[src/rtl/commit_mon_pkg.sv]
// Shared types and default parameters for the commit monitor slice.
// Holds the trace entry layout, the monitor FSM encoding and a lane popcount.
package commit_mon_pkg;

    localparam int unsigned DEF_COMMIT_W    = 2;
    localparam int unsigned DEF_TRACE_DEPTH = 16;
    localparam int unsigned DEF_WDOG_CYCLES = 1024;
    localparam int unsigned DEF_PREG_W      = 7;

    typedef enum logic [1:0] {
        IDLE = 2'd0,
        RUN  = 2'd1,
        HUNG = 2'd2
    } mon_state_t;

    typedef struct packed {
        logic [31:0] pc;
        logic [4:0]  areg;
        logic [31:0] data;
    } trace_entry_t;

    // Number of retiring lanes; callers zero-extend their strobe to 4 bits
    function automatic logic [2:0] popcount4(input logic [3:0] v);
        popcount4 = 3'(v[0]) + 3'(v[1]) + 3'(v[2]) + 3'(v[3]);
    endfunction

endpackage

[src/rtl/commit_monitor_fifo.sv]
// trace_fifo: multi-push (up to COMMIT_W lanes per cycle), single-pop trace buffer.
// Valid lanes are packed in lane order; when space runs out the oldest lanes
// that fit are stored, the rest are dropped and a sticky overflow flag is set.
// A pop in the same cycle frees its slot for that cycle's pushes.
module trace_fifo
    import commit_mon_pkg::*;
#(
    parameter int unsigned COMMIT_W = DEF_COMMIT_W,
    parameter int unsigned DEPTH    = DEF_TRACE_DEPTH
)(
    input  logic                          clk,
    input  logic                          reset,
    input  logic [COMMIT_W-1:0]           i_push_valid,
    input  trace_entry_t [COMMIT_W-1:0]   i_push_entry,
    input  logic                          i_pop,
    output logic                          o_valid,
    output trace_entry_t                  o_head,
    output logic [$clog2(DEPTH):0]        o_count,
    output logic                          o_overflow
);

    localparam int unsigned      CNT_W    = $clog2(DEPTH) + 1;
    localparam int unsigned      PTR_W    = (DEPTH > 1) ? $clog2(DEPTH) : 1;
    localparam logic [PTR_W-1:0] PTR_MASK = PTR_W'(DEPTH - 1);

    trace_entry_t     r_mem [DEPTH];
    logic [PTR_W-1:0] r_wr_ptr;
    logic [PTR_W-1:0] r_rd_ptr;
    logic [CNT_W-1:0] r_count;
    logic             r_overflow;

    logic             w_pop;
    logic [COMMIT_W-1:0] w_lane_wr;
    logic [PTR_W-1:0] w_lane_idx [COMMIT_W];
    int unsigned      w_free;
    int unsigned      w_n_valid;
    int unsigned      w_n_push;

    assign w_pop = i_pop & (r_count != '0);

    // Rank each valid lane among older valid lanes; ranks below the free space are written
    always_comb begin
        w_free    = DEPTH - 32'(r_count) + 32'(w_pop);
        w_n_valid = 0;
        w_n_push  = 0;
        w_lane_wr = '0;
        for (int unsigned l = 0; l < COMMIT_W; l++) begin
            w_lane_idx[l] = (r_wr_ptr + PTR_W'(w_n_valid)) & PTR_MASK;
            if (i_push_valid[l]) begin
                if (w_n_valid < w_free) begin
                    w_lane_wr[l] = 1'b1;
                    w_n_push     = w_n_push + 1;
                end
                w_n_valid = w_n_valid + 1;
            end
        end
    end

    // Pointers, occupancy and sticky overflow; reset discards all contents
    always_ff @(posedge clk) begin
        if (!reset) begin
            r_wr_ptr   <= '0;
            r_rd_ptr   <= '0;
            r_count    <= '0;
            r_overflow <= 1'b0;
        end else begin
            r_wr_ptr <= (r_wr_ptr + PTR_W'(w_n_push)) & PTR_MASK;
            if (w_pop) begin
                r_rd_ptr <= (r_rd_ptr + PTR_W'(1)) & PTR_MASK;
            end
            r_count <= r_count + CNT_W'(w_n_push) - CNT_W'(w_pop);
            if (w_n_valid > w_free) begin
                r_overflow <= 1'b1;
            end
        end
    end

    // Entry storage; contents are qualified by the pointers so no reset is needed
    always_ff @(posedge clk) begin
        for (int unsigned l = 0; l < COMMIT_W; l++) begin
            if (w_lane_wr[l]) begin
                r_mem[w_lane_idx[l]] <= i_push_entry[l];
            end
        end
    end

    assign o_valid    = (r_count != '0);
    assign o_head     = r_mem[r_rd_ptr];
    assign o_count    = r_count;
    assign o_overflow = r_overflow;

endmodule

[src/rtl/commit_monitor.sv]
// commit_monitor: retire-stage observer. Counts retired instructions and
// mispredicts, runs a commit watchdog FSM (IDLE/RUN/HUNG) and feeds a trace FIFO.
// Build option COMMIT_MON_SHADOW_EN adds a 32x32 architectural shadow register
// file readable through arch_rd_areg/arch_rd_data; otherwise arch_rd_data is 0.
module commit_monitor
    import commit_mon_pkg::*;
#(
    parameter int unsigned COMMIT_W    = DEF_COMMIT_W,
    parameter int unsigned TRACE_DEPTH = DEF_TRACE_DEPTH,
    parameter int unsigned WDOG_CYCLES = DEF_WDOG_CYCLES,
    parameter int unsigned PREG_W      = DEF_PREG_W
)(
    input  logic                              clk,
    input  logic                              reset,
    input  logic [COMMIT_W-1:0]               commit_valid,
    input  logic [COMMIT_W-1:0][31:0]         commit_pc,
    input  logic [COMMIT_W-1:0]               commit_we,
    input  logic [COMMIT_W-1:0][4:0]          commit_areg,
    input  logic [COMMIT_W-1:0][PREG_W-1:0]   commit_preg,
    input  logic [COMMIT_W-1:0][31:0]         commit_data,
    input  logic                              mispredict,
    input  logic                              trace_rd,
    output logic                              trace_valid,
    output logic [31:0]                       trace_pc,
    output logic [4:0]                        trace_areg,
    output logic [31:0]                       trace_data,
    output logic [$clog2(TRACE_DEPTH):0]      trace_count,
    output logic                              trace_overflow,
    output logic [31:0]                       retired_count,
    output logic [15:0]                       mispredict_count,
    output logic                              hang,
    output logic [1:0]                        mon_state,
    input  logic [4:0]                        arch_rd_areg,
    output logic [31:0]                       arch_rd_data
);

    localparam int unsigned     WD_W    = $clog2(WDOG_CYCLES + 1);
    localparam logic [WD_W-1:0] WD_LAST = WD_W'(WDOG_CYCLES - 1);

    mon_state_t      r_state;
    mon_state_t      w_next_state;
    logic [WD_W-1:0] r_wdog;
    logic [WD_W-1:0] w_next_wdog;
    logic            r_hang;
    logic [31:0]     r_retired;
    logic [15:0]     r_mispred;
    logic            w_any_commit;

    trace_entry_t [COMMIT_W-1:0] w_entries;
    trace_entry_t                w_head;

    // Physical tags are not part of the trace or the architectural view
    logic w_unused_preg;
    assign w_unused_preg = ^commit_preg;

    assign w_any_commit = |commit_valid;

    // Watchdog FSM next state: commit-free cycles only count while running
    always_comb begin
        w_next_state = r_state;
        w_next_wdog  = r_wdog;
        case (r_state)
            IDLE: begin
                if (w_any_commit) begin
                    w_next_state = RUN;
                    w_next_wdog  = '0;
                end
            end
            RUN: begin
                if (w_any_commit) begin
                    w_next_wdog = '0;
                end else begin
                    if (r_wdog == WD_LAST) begin
                        w_next_state = HUNG;
                    end
                    w_next_wdog = r_wdog + 1'b1;
                end
            end
            HUNG: begin
                if (w_any_commit) begin
                    w_next_state = RUN;
                    w_next_wdog  = '0;
                end
            end
            default: begin
                w_next_state = IDLE;
                w_next_wdog  = '0;
            end
        endcase
    end

    // FSM state, watchdog and registered hang flag
    always_ff @(posedge clk) begin
        if (!reset) begin
            r_state <= IDLE;
            r_wdog  <= '0;
            r_hang  <= 1'b0;
        end else begin
            r_state <= w_next_state;
            r_wdog  <= w_next_wdog;
            r_hang  <= (w_next_state == HUNG);
        end
    end

    // Retired counter wraps; mispredict counter saturates
    always_ff @(posedge clk) begin
        if (!reset) begin
            r_retired <= '0;
            r_mispred <= '0;
        end else begin
            r_retired <= r_retired + 32'(popcount4(4'(commit_valid)));
            if (mispredict && (r_mispred != 16'hFFFF)) begin
                r_mispred <= r_mispred + 16'd1;
            end
        end
    end

    // Per-lane trace entries in program order
    always_comb begin
        w_entries = '0;
        for (int unsigned l = 0; l < COMMIT_W; l++) begin
            w_entries[l].pc   = commit_pc[l];
            w_entries[l].areg = commit_areg[l];
            w_entries[l].data = commit_data[l];
        end
    end

    trace_fifo #(
        .COMMIT_W (COMMIT_W),
        .DEPTH    (TRACE_DEPTH)
    ) u_trace_fifo (
        .clk          (clk),
        .reset        (reset),
        .i_push_valid (commit_valid),
        .i_push_entry (w_entries),
        .i_pop        (trace_rd),
        .o_valid      (trace_valid),
        .o_head       (w_head),
        .o_count      (trace_count),
        .o_overflow   (trace_overflow)
    );

    assign trace_pc         = w_head.pc;
    assign trace_areg       = w_head.areg;
    assign trace_data       = w_head.data;
    assign retired_count    = r_retired;
    assign mispredict_count = r_mispred;
    assign hang             = r_hang;
    assign mon_state        = r_state;

`ifdef COMMIT_MON_SHADOW_EN
    logic [31:0] r_shadow [32];
    logic [31:0] r_arch_rd;

    // Query reads pre-update contents; lanes written oldest first so the youngest wins
    always_ff @(posedge clk) begin
        if (!reset) begin
            for (int unsigned i = 0; i < 32; i++) begin
                r_shadow[i] <= '0;
            end
            r_arch_rd <= '0;
        end else begin
            r_arch_rd <= (arch_rd_areg == 5'd0) ? '0 : r_shadow[arch_rd_areg];
            for (int unsigned l = 0; l < COMMIT_W; l++) begin
                if (commit_valid[l] && commit_we[l] && (commit_areg[l] != 5'd0)) begin
                    r_shadow[commit_areg[l]] <= commit_data[l];
                end
            end
        end
    end

    assign arch_rd_data = r_arch_rd;
`else
    logic w_unused_shadow;
    assign w_unused_shadow = ^{arch_rd_areg, commit_we};
    assign arch_rd_data    = '0;
`endif

endmodule
[config.mk]
export PLATFORM = sky130hd
export DESIGN_NAME = commit_monitor
export DESIGN_NICKNAME = d
export VERILOG_FILES = /design/src/rtl/commit_mon_pkg.sv /design/src/rtl/commit_monitor_fifo.sv /design/src/rtl/commit_monitor.sv
export SDC_FILE = /design/constraint.sdc
export NUM_CORES = 2
export LEC_CHECK = 0
export BUFFER_PORTS_ARGS = -buffer_cell sky130_fd_sc_hd__clkbuf_2
export CORE_ASPECT_RATIO = 0.75
export CORE_MARGIN = 10
export CORE_UTILIZATION = 62
export CTS_CLUSTER_DIAMETER = 80
export DETAILED_ROUTE_END_ITERATION = 16
export GPL_ROUTABILITY_DRIVEN = 0
export PLACE_DENSITY = 0.8
export SLEW_MARGIN = 5
export SYNTH_ARGS = -nofsm -noshare
export SYNTH_HDL_FRONTEND = slang
export SYNTH_SLANG_ARGS = --single-unit
[constraint.sdc]
create_clock -name clk -period 10.4 [get_ports clk]
set_clock_uncertainty 0.1 [all_clocks]
set_input_delay 1.56 -clock clk [delete_from_list [all_inputs] [get_ports clk]]
set_output_delay 1.56 -clock clk [all_outputs]
set_load 0.1 [all_outputs]
* Word level (Yosys, flattened, before mapping) *
Memory sizes are Yosys's and may differ from the RTL's. A register that Yosys moved wholly into a read port is not among the register bits.
Cells that the tools add are included.

word-level totals
  bits in registers = 76
  RAM bits = 1104
  bits of input ports = 165
  logic and storage cells = 61
  memories = 1

operators by class
  add/subtract/negate cells = 13
  magnitude comparators = 3
  eq/ne operators = 6
  multiplexer cells = 23
  bitwise gates (word level) = 1
  reduce and logical (&&, ||, !) cells = 5

memory list
  memory              depth  width  rd ports  clocked after Yosys merged registers in  wr ports  RTL line                   text
  u_trace_fifo.r_mem  16     69     1         1                                        2         commit_monitor_fifo.sv:26  trace_entry_t r_mem [DEPTH];

operators by type and width
  operator               number
  $add 32x1->32          1
  $add 32x2->32          1
  $gt 32x32->1           1
  $lt 1x32->1            1
  $lt 1x32->1 const A    1
  $mux 32                1
  $mux 11                2
  $pmux 11 s2            1
  $add 16x1->16 const B  1
  $ne 16x16->1 const B   1
  $add 11x1->11 const B  1
  $eq 11x10->1 const B   1
  $mux 1                 11
  $mux 5                 2
  $mux 4                 2
  $mux 2                 3
  $sub 5x5->6 const A    1
  $add 5x5->5            1
  $reduce_bool 5->1      1
  $sub 5x1->5            1
  $add 1x1->2 const B    2
  $add 4x1->4            1
  $add 4x1->4 const B    1
  $add 4x4->4            1
  other kinds (9)        11

* Logic depth before layout (Yosys ltp) *
  depth after elaboration = 11
  gate-level depth with buffers = 29
  depth with buffers taken out = 26

* Cells and area by module *
Synthesis repeated with hierarchy kept, for this count alone.

second synthesis, totals
  cell total of the unflattened synthesis = 3478
  area total of the unflattened synthesis = 60231.5 um^2

by module, submodules not included
  module          times used  cells an instance  area each (um^2)  seq. area each (um^2)
  trace_fifo      1           3095               56962.1           33512.1
  commit_monitor  1           383                3269.4            1241.2

* Least setup slack after synthesis *
Ideal clock, no wire load.

  path kind = reg-to-reg
  from = reg u_trace_fifo.r_count[3] (netlist: u_trace_fifo.o_count[3])
  to = mem u_trace_fifo.r_mem[1][0] in the netlist's numbering (enable)
  setup time = 0.591 ns
  arrival = 8.550 ns
  required time = 9.709 ns
  slack = 1.159 ns
  stages on the path, launching flop included = 19
  clock period less this slack = 9.241 ns
  cell sequence = dfxtp_1 clkbuf_1 inv_1 ha_1 and2_1 ha_1 nor2b_1 clkbuf_1 ha_1 ha_1 nand4b_1 ha_1 nor4b_1 nand2_1 or4_1 or2_2 nor4_2 clkbuf_1 o21ai_0

RTL lines
  what                    RTL line                   text
  from (decl)             commit_monitor_fifo.sv:29  logic [CNT_W-1:0] r_count;
  from (signal assigned)  commit_monitor_fifo.sv:71  r_count <= r_count + CNT_W'(w_n_push) - CNT_W'(w_pop);
  to (decl)               commit_monitor_fifo.sv:26

==> qor.csv <==
metric,value,unit
cp_common_cell,ha_1,
synth-simple-area-share,2.53,%
synth_most_common_cell,edfxtp_1,
cts_setup_buffers,0,
worst_slew_pin_slew,1.27,ns
cp_num_buf_inv,4,
status,"finished, final reports clean",
cts_tree,done,
rsz0062_at_grt,false,
place_area,61900,µm²
path_clk_slew,0.06,ns
grt_pass1_vias,35300,
internal_power,9.26,mW
clk_path_buf_depth,3,
max_cap_violations,0,
fmax,141,MHz
core,95800,µm²
ant_nets,0,
die-area,110000,µm²
start_util,62.7,%
finalSetupViolCount,0,
antenna_found_initial,24,
fin_area,65700,µm²
ys_top_cells_by_count,"edfxtp_1, mux2_2, mux4_2",
hold_class,reg -> reg,
synth_top_family_by_area,multiplexers,
multiInputGateArea,23600,µm²
syn_area_per_cell,17.3,µm²
cts_resized,0,
synth_adder_area_share,0.767,%
drcViolationCount,0,
fin_crit,7.09,ns
nets,3772,
path_class,reg -> reg,
switching_share,33.1,%
final_hold_viol_count,0,
grt_usage,29.2,%
fin_util,68.6,%
htree_levels,3,
critPathRequiredTime,10.62,ns
power.leakage,21.8,nW
worst-path-stages,18,
wl_per_cell,32.3,µm
synth_edf_count,1104,
dieWidth,379,µm
wirelength,161000,µm
cts.sinks,1184,
synth_seq_cells,1184,
crit_slowest_cell,buf_4,
synthMuxAreaShare,33.7,%
cts_root_buf,clkbuf_16,
synthCells,3480,
dp_hpwl,85900,µm
slew_headroom,14.3,%
path_max_fanout,37,
fin_setup_tns,0,ns
seq_power_share,40.7,%
synth_compound_area_share,0.779,%
synth_xor_area_share,0.744,%
crit_family,simple AND/OR/NAND/NOR gates,
detail_route.iter0.violations,4148,
ys_types,57,
fin_crit_sh,68.2,%
die_h,290,µm
power_density,211,nW/µm²
power.switching,4.58,mW
worstPathArrival,7.32,ns
firstDrtPassIters,5,
synth.area.top_cells,"edfxtp_1, mux2_2, mux4_2",
synth_ff_type,edfxtp_1,
netlist_area,60100,µm²
grt_pass1_wl,237000,µm
ctsHoldBuffers,0,
yosys.area.top_type,edfxtp_1,
setup_slack,3.31,ns
cts_buffers,114,
ioPinCount,324,
ff_latch_area,34800,µm²
yosysWarnings,0,
placement.io_buffers,270,
vias,34300,
irDropWorstVdd,0.000175,V
overflow,0,
fillCellCount,6151,
rows,98,
synth-async-reset-ratio,0,%
area.growth.synth_to_final,9.39,%
vias_per_cell,6.86,
slowest_delay,0.80,ns
worstPathCellList,"inv_1, ha_1, and2_1, ha_1, nor2b_1, ha_1, and3_1, nand4b_1, ha_1, nor4b_1, nand2_1, or4_1, or4b_1, buf_4, nand3_4, buf_4, o21ai_4, buf_4",
yosys.area.top_type_share,55.2,%
ys_seq_area_share,57.9,%
critPathCaptureType,register,
r2r_cells,18,
final_layout_size_suffix_gt1_share,49.1,%
startpoint_type,register,
drv_slew,0,
pre_cts_ws,3.10,ns
p_comb_share,29.0,%
grt_max_degree,103,
clk_latency,0.70,ns
min_path_cells,2,
pwr-share-clk,30.3,%
[power groups by stage]
stage | clock network (mW) | logic (mW) | registers (mW)
5_1_grt | 4.41 | 4.18 | 5.66
6_report | 4.20 | 4.01 | 5.63
3_3_place_gp | 0 | 3.94 | 5.71
2_1_floorplan | 0 | 3.15 | 5.76
4_1_cts | 4.23 | 4.02 | 5.64
3_5_place_dp | 0 | 4.01 | 5.74
[placed cells by master, fill, tap and decap left out, types with 33 or more instances in the layout]
cell type	instances
and2_1	52
dfxtp_1	76
mux2_2	921
clkbuf_16	114
nand2_1	51
edfxtp_1	1104
nor2_1	37
mux4_2	345
buf_4	57
clkbuf_2	272
clkinv_1	33
mux2_1	183
[per-stage QoR]
step / power [mW] / hold WS, ns / std cells
after global routing: 14.3 / 0.427 / 4988
after detailed placement: 9.74 / 0.383 / 4756
after global placement: 9.65 / 0.353 / 4756
final: 13.8 / 0.397 / 4994
after floorplan: 8.91 / 0.344 / 3511
after CTS: 13.9 / 0.391 / 4969
[per-layer routing]
layer / wire (µm) / GRT usage [%] / part of all wire (%) / vias to the layer above
met5: 57 / 0 / 0.035 / -
met4: 6270 / 12.0 / 3.9 / 8
met3: 15000 / 5.31 / 9.3 / 386
met2: 80200 / 47.8 / 50 / 1919
met1: 59800 / 38.9 / 37 / 17900
li1: - / - / - / 14000
[cell type report]
class	instances	area share (%)
sequential	1184	52.9
multi-input combinational	1915	35.9
clock buffer	132	4.51
timing repair buffer	329	2.77
tap	1300	2.48
clock inverter	81	1.19
inverter	28	0.160
antenna	25	0.0952
[registers in the layout, indices dropped and copies added (netlist names), named ones only]
signal,cells
u_trace_fifo.r_mem,1104
retired_count,32
mispredict_count,16
r_wdog,11
u_trace_fifo.o_count,5
u_trace_fifo.r_rd_ptr,4
u_trace_fifo.r_wr_ptr,4
mon_state,2
hang,1
u_trace_fifo.o_overflow,1
[kinds of logic (layout without fill, tap and decap cells)]
family / after synthesis / after routing
xor+xnor: 51 / 51
other cells: 1 / 57
mux: 1451 / 1451
fa+ha+maj: 35 / 35
simple gates: 268 / 268
compound gates: 78 / 78
buf+inv: 412 / 570
flops: 1184 / 1184
[tightest hold or removal path: cells and delay by family, from the launching register on]
family          cells  cell delay, ns
simple gates        1            0.07
flops               1            0.33
compound gates      1            0.05
[worst paths after layout]
kind / startpoint / end / slack, ns
worst max register to register: u_trace_fifo.o_count[3]$_SDFF_PN0_ / u_trace_fifo.r_mem[6][46]$_DFFE_PP_ / 3.31
worst min register to register: r_wdog[1]$_SDFFE_PN0P_ / r_wdog[1]$_SDFFE_PN0P_ / 0.40
worst min-delay path: r_wdog[1]$_SDFFE_PN0P_ / r_wdog[1]$_SDFFE_PN0P_ / 0.40
worst max-delay path: u_trace_fifo.o_count[3]$_SDFF_PN0_ / u_trace_fifo.r_mem[6][46]$_DFFE_PP_ / 3.31
Note: power is estimated with default switching activity, not from simulation.
